File: src/rtl/irq_pkg.sv
// rtl/irq_pkg.sv - shared register offsets and FSM encoding for irq_ctrl
package irq_pkg;

  typedef logic [1:0] state_t;

  localparam logic [1:0] REG_PENDING = 2'd0;
  localparam logic [1:0] REG_ENABLE  = 2'd1;
  localparam logic [1:0] REG_CAUSE   = 2'd2;
  localparam logic [1:0] REG_SWTRIG  = 2'd3;

  localparam state_t IDLE    = 2'd0;
  localparam state_t REQ     = 2'd1;
  localparam state_t SERVICE = 2'd2;

endpackage

File: src/rtl/irq_ctrl_if.sv
// rtl/irq_ctrl_if.sv - register bus and CPU interrupt handshake bundle
interface irq_ctrl_if #(
  parameter int SRC_W = 3
);

  logic             reg_we;
  logic [1:0]       reg_addr;
  logic [31:0]      reg_wdata;
  logic [31:0]      reg_rdata;
  logic             int_req;
  logic             int_ack;
  logic             int_eoi;
  logic [SRC_W-1:0] cause_id;
  logic             busy;

  // CPU / bus decode side
  modport master (
    output reg_we, reg_addr, reg_wdata, int_ack, int_eoi,
    input  reg_rdata, int_req, cause_id, busy
  );

  // interrupt controller side
  modport slave (
    input  reg_we, reg_addr, reg_wdata, int_ack, int_eoi,
    output reg_rdata, int_req, cause_id, busy
  );

endinterface

File: src/rtl/irq_sync_edge.sv
// rtl/irq_sync_edge.sv - two-flop synchroniser plus rising-edge detector for one source
module irq_sync_edge (
  input  logic clk,
  input  logic rst_n,
  input  logic src,
  output logic rise
);

  logic s1;
  logic s2;
  logic s3;

  // metastability filter (s1, s2) followed by the edge-history flop s3
  always_ff @(posedge clk or negedge rst_n) begin
    if (!rst_n) begin
      s1 <= 1'b0;
      s2 <= 1'b0;
      s3 <= 1'b0;
    end else begin
      s1 <= src;
      s2 <= s1;
      s3 <= s2;
    end
  end

  // one-cycle pulse on a synchronised 0->1 transition
  assign rise = s2 & ~s3;

endmodule

File: src/rtl/irq_ctrl.sv
// rtl/irq_ctrl.sv - edge-triggered, fixed-priority interrupt controller for the SCPU
module irq_ctrl
  import irq_pkg::*;
#(
  parameter int NUM_SRC = 4,
  parameter int SRC_W   = 3
) (
  input  logic               clk,
  input  logic               RSTN,
  input  logic [NUM_SRC-1:0] irq_src,
  irq_ctrl_if.slave          bus
);

  logic [NUM_SRC-1:0] rise;
  logic [NUM_SRC-1:0] pending;
  logic [NUM_SRC-1:0] enable;
  logic [NUM_SRC-1:0] active;
  logic [NUM_SRC-1:0] win_oh;
  logic [NUM_SRC-1:0] set_mask;
  logic [NUM_SRC-1:0] clr_mask;
  logic [SRC_W-1:0]   win_id;
  logic [SRC_W-1:0]   cause_q;
  state_t             state;
  state_t             state_nxt;
  logic               take_ack;
  logic               wr_pending;
  logic               wr_enable;
  logic               wr_swtrig;
  logic               unused_wdata;

  genvar gi;
  generate
    for (gi = 0; gi < NUM_SRC; gi++) begin : g_src
      irq_sync_edge u_sync (
        .clk   (clk),
        .rst_n (RSTN),
        .src   (irq_src[gi]),
        .rise  (rise[gi])
      );
    end
  endgenerate

  assign wr_pending   = bus.reg_we && (bus.reg_addr == REG_PENDING);
  assign wr_enable    = bus.reg_we && (bus.reg_addr == REG_ENABLE);
  assign wr_swtrig    = bus.reg_we && (bus.reg_addr == REG_SWTRIG);
  assign unused_wdata = ^bus.reg_wdata[31:NUM_SRC];

  assign active = pending & enable;

  // fixed priority: scanning downwards leaves the lowest active index as winner
  always_comb begin
    win_oh = '0;
    win_id = '0;
    for (int i = NUM_SRC - 1; i >= 0; i--) begin
      if (active[i]) begin
        win_oh    = '0;
        win_oh[i] = 1'b1;
        win_id    = SRC_W'(i);
      end
    end
  end

  // an acknowledge only counts while requesting and something is still active
  assign take_ack = (state == REQ) && (|active) && bus.int_ack;

  // set beats clear, so an edge landing with a W1C or an ack keeps the bit
  assign set_mask = rise | (wr_swtrig ? bus.reg_wdata[NUM_SRC-1:0] : '0);
  assign clr_mask = (wr_pending ? bus.reg_wdata[NUM_SRC-1:0] : '0) |
                    (take_ack ? win_oh : '0);

  // request / service sequencing
  always_comb begin
    state_nxt = state;
    case (state)
      IDLE:    if (|active) state_nxt = REQ;
      REQ: begin
        if (!(|active))       state_nxt = IDLE;
        else if (bus.int_ack) state_nxt = SERVICE;
      end
      SERVICE: if (bus.int_eoi) state_nxt = IDLE;
      default: state_nxt = IDLE;
    endcase
  end

  // state, pending, enable and cause registers
  always_ff @(posedge clk or negedge RSTN) begin
    if (!RSTN) begin
      state   <= IDLE;
      pending <= '0;
      enable  <= '0;
      cause_q <= '0;
    end else begin
      state   <= state_nxt;
      pending <= (pending & ~clr_mask) | set_mask;
      if (wr_enable) enable  <= bus.reg_wdata[NUM_SRC-1:0];
      if (take_ack)  cause_q <= win_id;
    end
  end

  assign bus.int_req  = (state == REQ);
  assign bus.busy     = (state == SERVICE);
  assign bus.cause_id = cause_q;

  // register read mux, combinational from the address
  always_comb begin
    bus.reg_rdata = '0;
    case (bus.reg_addr)
      REG_PENDING: bus.reg_rdata = {{(32-NUM_SRC){1'b0}}, pending};
      REG_ENABLE:  bus.reg_rdata = {{(32-NUM_SRC){1'b0}}, enable};
      REG_CAUSE:   bus.reg_rdata = {{(31-SRC_W){1'b0}}, (state == SERVICE), cause_q};
      default:     bus.reg_rdata = '0;
    endcase
  end

endmodule

File: src/flat_wrapper.sv
// flat-port wrapper written by rule: the top's interface ports become plain ports
module irq_ctrl_flat import irq_pkg::*;
#(
  parameter int NUM_SRC = 4,
  parameter int SRC_W   = 3
)
  (clk, RSTN, irq_src, bus_reg_we, bus_reg_addr, bus_reg_wdata, bus_int_ack, bus_int_eoi, bus_reg_rdata, bus_int_req, bus_cause_id, bus_busy);
  irq_ctrl_if #(.SRC_W(SRC_W)) bus_i ();
  input  logic clk;
  input  logic RSTN;
  input  logic [NUM_SRC-1:0] irq_src;
  input wire logic [$bits(bus_i.reg_we)-1:0] bus_reg_we;
  input wire logic [$bits(bus_i.reg_addr)-1:0] bus_reg_addr;
  input wire logic [$bits(bus_i.reg_wdata)-1:0] bus_reg_wdata;
  input wire logic [$bits(bus_i.int_ack)-1:0] bus_int_ack;
  input wire logic [$bits(bus_i.int_eoi)-1:0] bus_int_eoi;
  output wire logic [$bits(bus_i.reg_rdata)-1:0] bus_reg_rdata;
  output wire logic [$bits(bus_i.int_req)-1:0] bus_int_req;
  output wire logic [$bits(bus_i.cause_id)-1:0] bus_cause_id;
  output wire logic [$bits(bus_i.busy)-1:0] bus_busy;
  assign bus_i.reg_we = bus_reg_we;
  assign bus_i.reg_addr = bus_reg_addr;
  assign bus_i.reg_wdata = bus_reg_wdata;
  assign bus_i.int_ack = bus_int_ack;
  assign bus_i.int_eoi = bus_int_eoi;
  assign bus_reg_rdata = bus_i.reg_rdata;
  assign bus_int_req = bus_i.int_req;
  assign bus_cause_id = bus_i.cause_id;
  assign bus_busy = bus_i.busy;
  irq_ctrl #(.NUM_SRC(NUM_SRC), .SRC_W(SRC_W)) u_core (.clk(clk), .RSTN(RSTN), .irq_src(irq_src), .bus(bus_i));
endmodule
File: config.mk
export PLATFORM = sky130hd
export DESIGN_NAME = irq_ctrl_flat
export DESIGN_NICKNAME = d
export VERILOG_FILES = /design/src/rtl/irq_pkg.sv /design/src/rtl/irq_ctrl_if.sv /design/src/rtl/irq_sync_edge.sv /design/src/rtl/irq_ctrl.sv /design/src/flat_wrapper.sv
export SDC_FILE = /design/constraint.sdc
export NUM_CORES = 1
export LEC_CHECK = 0
export ABC_AREA = 0
export CORE_MARGIN = 5
export CORE_UTILIZATION = 32
export CTS_CLUSTER_DIAMETER = 120
export DETAILED_ROUTE_END_ITERATION = 10
export GPL_TIMING_DRIVEN = 0
export HOLD_SLACK_MARGIN = 0.06
export PLACE_DENSITY = 0.75
export SLEW_MARGIN = 20
export SYNTH_ARGS = -nofsm -noshare
export SYNTH_HDL_FRONTEND = slang
export SYNTH_SLANG_ARGS = --single-unit
File: constraint.sdc
create_clock -name clk -period 1.2 [get_ports clk]
set_input_delay 0.12 -clock clk [delete_from_list [all_inputs] [get_ports clk]]
set_output_delay 0.12 -clock clk [all_outputs]
set_load 0.005 [all_outputs]
==> out/qor.txt <==
GPL Wtd Cong - 0.765
DR vias - 904
Slowest stage delay, CP - 0.38 ns
WP data required - 1.34 ns
DRT iter0 DRCs - 15
Status - finished with violations
Crit path cell chain - buf_6, and3b_2, buf_6, a32oi_1, a221o_1
IO buf count - 21
Worst Path Max Fanout - 5
Post-DP Area - 1600 um^2
N_diodes - 0
CTS Root Cell - clkbuf_8
Fin. max-slew vios - 0
Crit path time final - 1.33 ns
Vias in the first global route - 860
Clock Sinks - 24
Remaining antenna violation count after routing - 0
Seq pwr share - 0.406
Startpoint types - register
Crit-path most repeated cell - buf_6
Die area - 5160 um^2
WS Path Type - reg2reg
I/O pin cnt - 80
Syn Inst Count - 108
Final WS setup - -0.126 ns
Clock buffer depth - 2
Total number of yosys warnings - 0
Pwr/cell area - 1470 nW/um^2
Area Overhead vs Synth - 45.1%
Hold_ws - 0.292 ns
Clk Latency, worst-skew pair - 0.26 ns
LEAKAGE - 0.891 nW
Final period utilization - 1.11
Worst-margin pin slew - 0.509 ns
Largest net degree at the start of global routing - 25
Non-filler cells, final - 224
Int Pwr - 1.84 mW
Cell Area, Synth - 1220 um^2
FF/Latch Area - 601 um^2
Relative slew slack - 0.661
Fmax - 0.754 GHz
Nets - 221
WP data arrival - 1.47 ns
Final setup TNS - -0.675 ns
Post-synthesis sequential area ratio - 0.491
Cell count after placement - 205
TritonCTS clock tree - done
Crit. End Element - register
Fill cell count - 363
Gr usage total - 0.0897
Area of the multi-input gates - 515 um^2
First-pass GRT wire length - 3640 um
Sw Ratio - 0.293
Failing checks - negative setup slack
Initial Util - 0.331
Mapped Avg Cell Area - 11.3 um^2
Clock power share - 0.171
Detailed Routing Iterations Pass 1 - 4
Worst Hold Class - in2reg
H-tree Lvls - 1
Unrepaired setup endpoints after global routing - true
Async S/R FF share, synth - 1.00
Total CTS buffers - 3
Clock Skew - 0.00215 ns
Number of synthesized register bits - 24
Post-synth EDFFs - 0
Die X-Extent - 71.8 um
# rows - 22
Finished Cell Area - 1770 um^2
Die Height - 71.8 um
Final setup violation count - 9
Slowest stage cell, crit path - dfrtp_1
Final Hold Vio Count - 0
GRT overflow - 0
Max-cap violation count - 0
Top_reg_cell synth - dfrtp_1
Critical path's top delay family - compound AO/OA/AOI/OAI gates
Layout cell share with drive strength beyond 1 - 0.403
Fin util - 0.481
Met2 wire len - 1250 um
Clk slew on worst S/H paths - 0.07 ns
Dpl hpwl - 1660 um
Avg WL per Cell - 10.6 um
Antenna violations before repair - 0
Highest metal used - met4
Vias per cell - 4.04
Combinational share of power - 0.423
Met1 wire length - 885 um
Worst slack, placed - -0.542 ns
Peak supply drop - 0.640 mV
Power consumption - 2.61 mW
Total core area - 3690 um^2
WL met3 - 232 um
Residual DRC - 0
Switching power of the nets - 0.763 mW
Yosys cell types - 29
Routed WL - 2380 um
WP buf/inv - 2
==> path summary, 6_finish.rpt <==
path | start | to | slack (ns) | depth (start not counted)
max in group asynchronous | RSTN | u_core.state[1] | 0.51 | 2
max reg2reg | u_core.state[0] | u_core.pending[1] | -0.13 | 5
max | u_core.state[0] | u_core.pending[1] | -0.13 | 5
min | irq_src[2] | u_core.g_src[2].u_sync.s1 | 0.29 | 1
min in group asynchronous | RSTN | u_core.g_src[3].u_sync.s1 | 0.35 | 2
min reg2reg | u_core.g_src[0].u_sync.s1 | u_core.g_src[0].u_sync.s2 | 0.35 | 0
==> sequential cells by signal, indices dropped and copies added (netlist names) <==
| signal | count |
|---|---|
| u_core.g_src.u_sync.s3 | 4 |
| u_core.bus.cause_id | 2 |
| u_core.enable | 4 |
| u_core.state | 2 |
| u_core.pending | 4 |
| u_core.g_src.u_sync.s1 | 4 |
| u_core.g_src.u_sync.s2 | 4 |
==> worst reg2reg max path, stage by stage (launching register included) <==
cell and delay (ns):
dfrtp_1 0.38, buf_6 0.11, and3b_2 0.20, buf_6 0.12, a32oi_1 0.09, a221o_1 0.31
==> metal layers <==
layer,GRT usage,vias up
met5,0,-
met4,0.0334,0
met3,0.0421,2
met2,0.155,35
met1,0.0947,413
li1,-,454
==> cells by family (layout without fill, tap and decap cells) <==
| family | after synthesis | in the layout | share of synthesized area |
|---|---|---|---|
| AND/OR/NAND/NOR | 20 | 20 | 0.105 |
| multiplexers | 8 | 8 | 0.0696 |
| buffers and inverters | 33 | 73 | 0.200 |
| flip-flops | 24 | 24 | 0.491 |
| AO/OA/AOI/OAI | 22 | 22 | 0.131 |
| other | 1 | 29 | 0.00307 |
==> power groups by stage <==
stage	clock (mW)	sequential (mW)	combinational, mW
finish	0.445	1.06	1.10
global route	0.510	1.07	1.20
CTS	0.471	1.04	1.02
floorplan	0	1.08	0.451
detailed placement	0	1.10	0.762
global placement	0	1.10	0.748
==> cells in the final DEF (no fill, tap or decap), types with 2 or more instances in the layout <==
cell	Yosys	routed
clkbuf_8	0	3
mux2_2	4	4
a22oi_1	3	2
nand2_1	4	4
buf_4	30	40
a22o_1	2	2
mux2i_1	4	3
o21ai_0	6	2
a221o_1	4	4
nor2_1	2	2
dlygate4sd2_1	0	3
buf_2	0	6
dfrtp_1	24	24
buf_6	1	6
clkdlybuf4s50_1	0	11
conb_1	1	29
nor2b_1	5	5
o21ai_1	0	4
==> synth_stat cells, drive strengths merged, types with 2 or more instances <==
library cell / number / area share
nor2b: 5 / 0.026
a221o: 4 / 0.033
a21oi: 2 / 0.0082
nand2: 4 / 0.012
mux2: 4 / 0.037
dfrtp: 24 / 0.49
a22o: 2 / 0.014
a21boi: 2 / 0.012
nor2: 2 / 0.0061
buf: 31 / 0.19
inv: 2 / 0.0061
o21ai: 6 / 0.025
mux2i: 4 / 0.033
a22oi: 3 / 0.018
==> final cells by class <==
cell class | instances | share of cell area
plain buffers | 31 | 0.135
clock buffers | 3 | 0.0233
inverters | 2 | 0.00423
multi-input cells | 79 | 0.291
flip-flops and latches | 24 | 0.339
well taps | 48 | 0.0339
repair buffers | 37 | 0.174
==> what timing repair did <==
item | 4_1_cts | 5_1_grt
endpoints found under the setup margin | 16 | 12
gates cloned | 1 | 0
buffers inserted | 13 | 2
hold buffers | 0 | 1
hold endpoints to repair | 0 | 24
gates resized for setup | 37 | 6
pin swaps | 5 | 4
(Power assumes the default switching activity.)
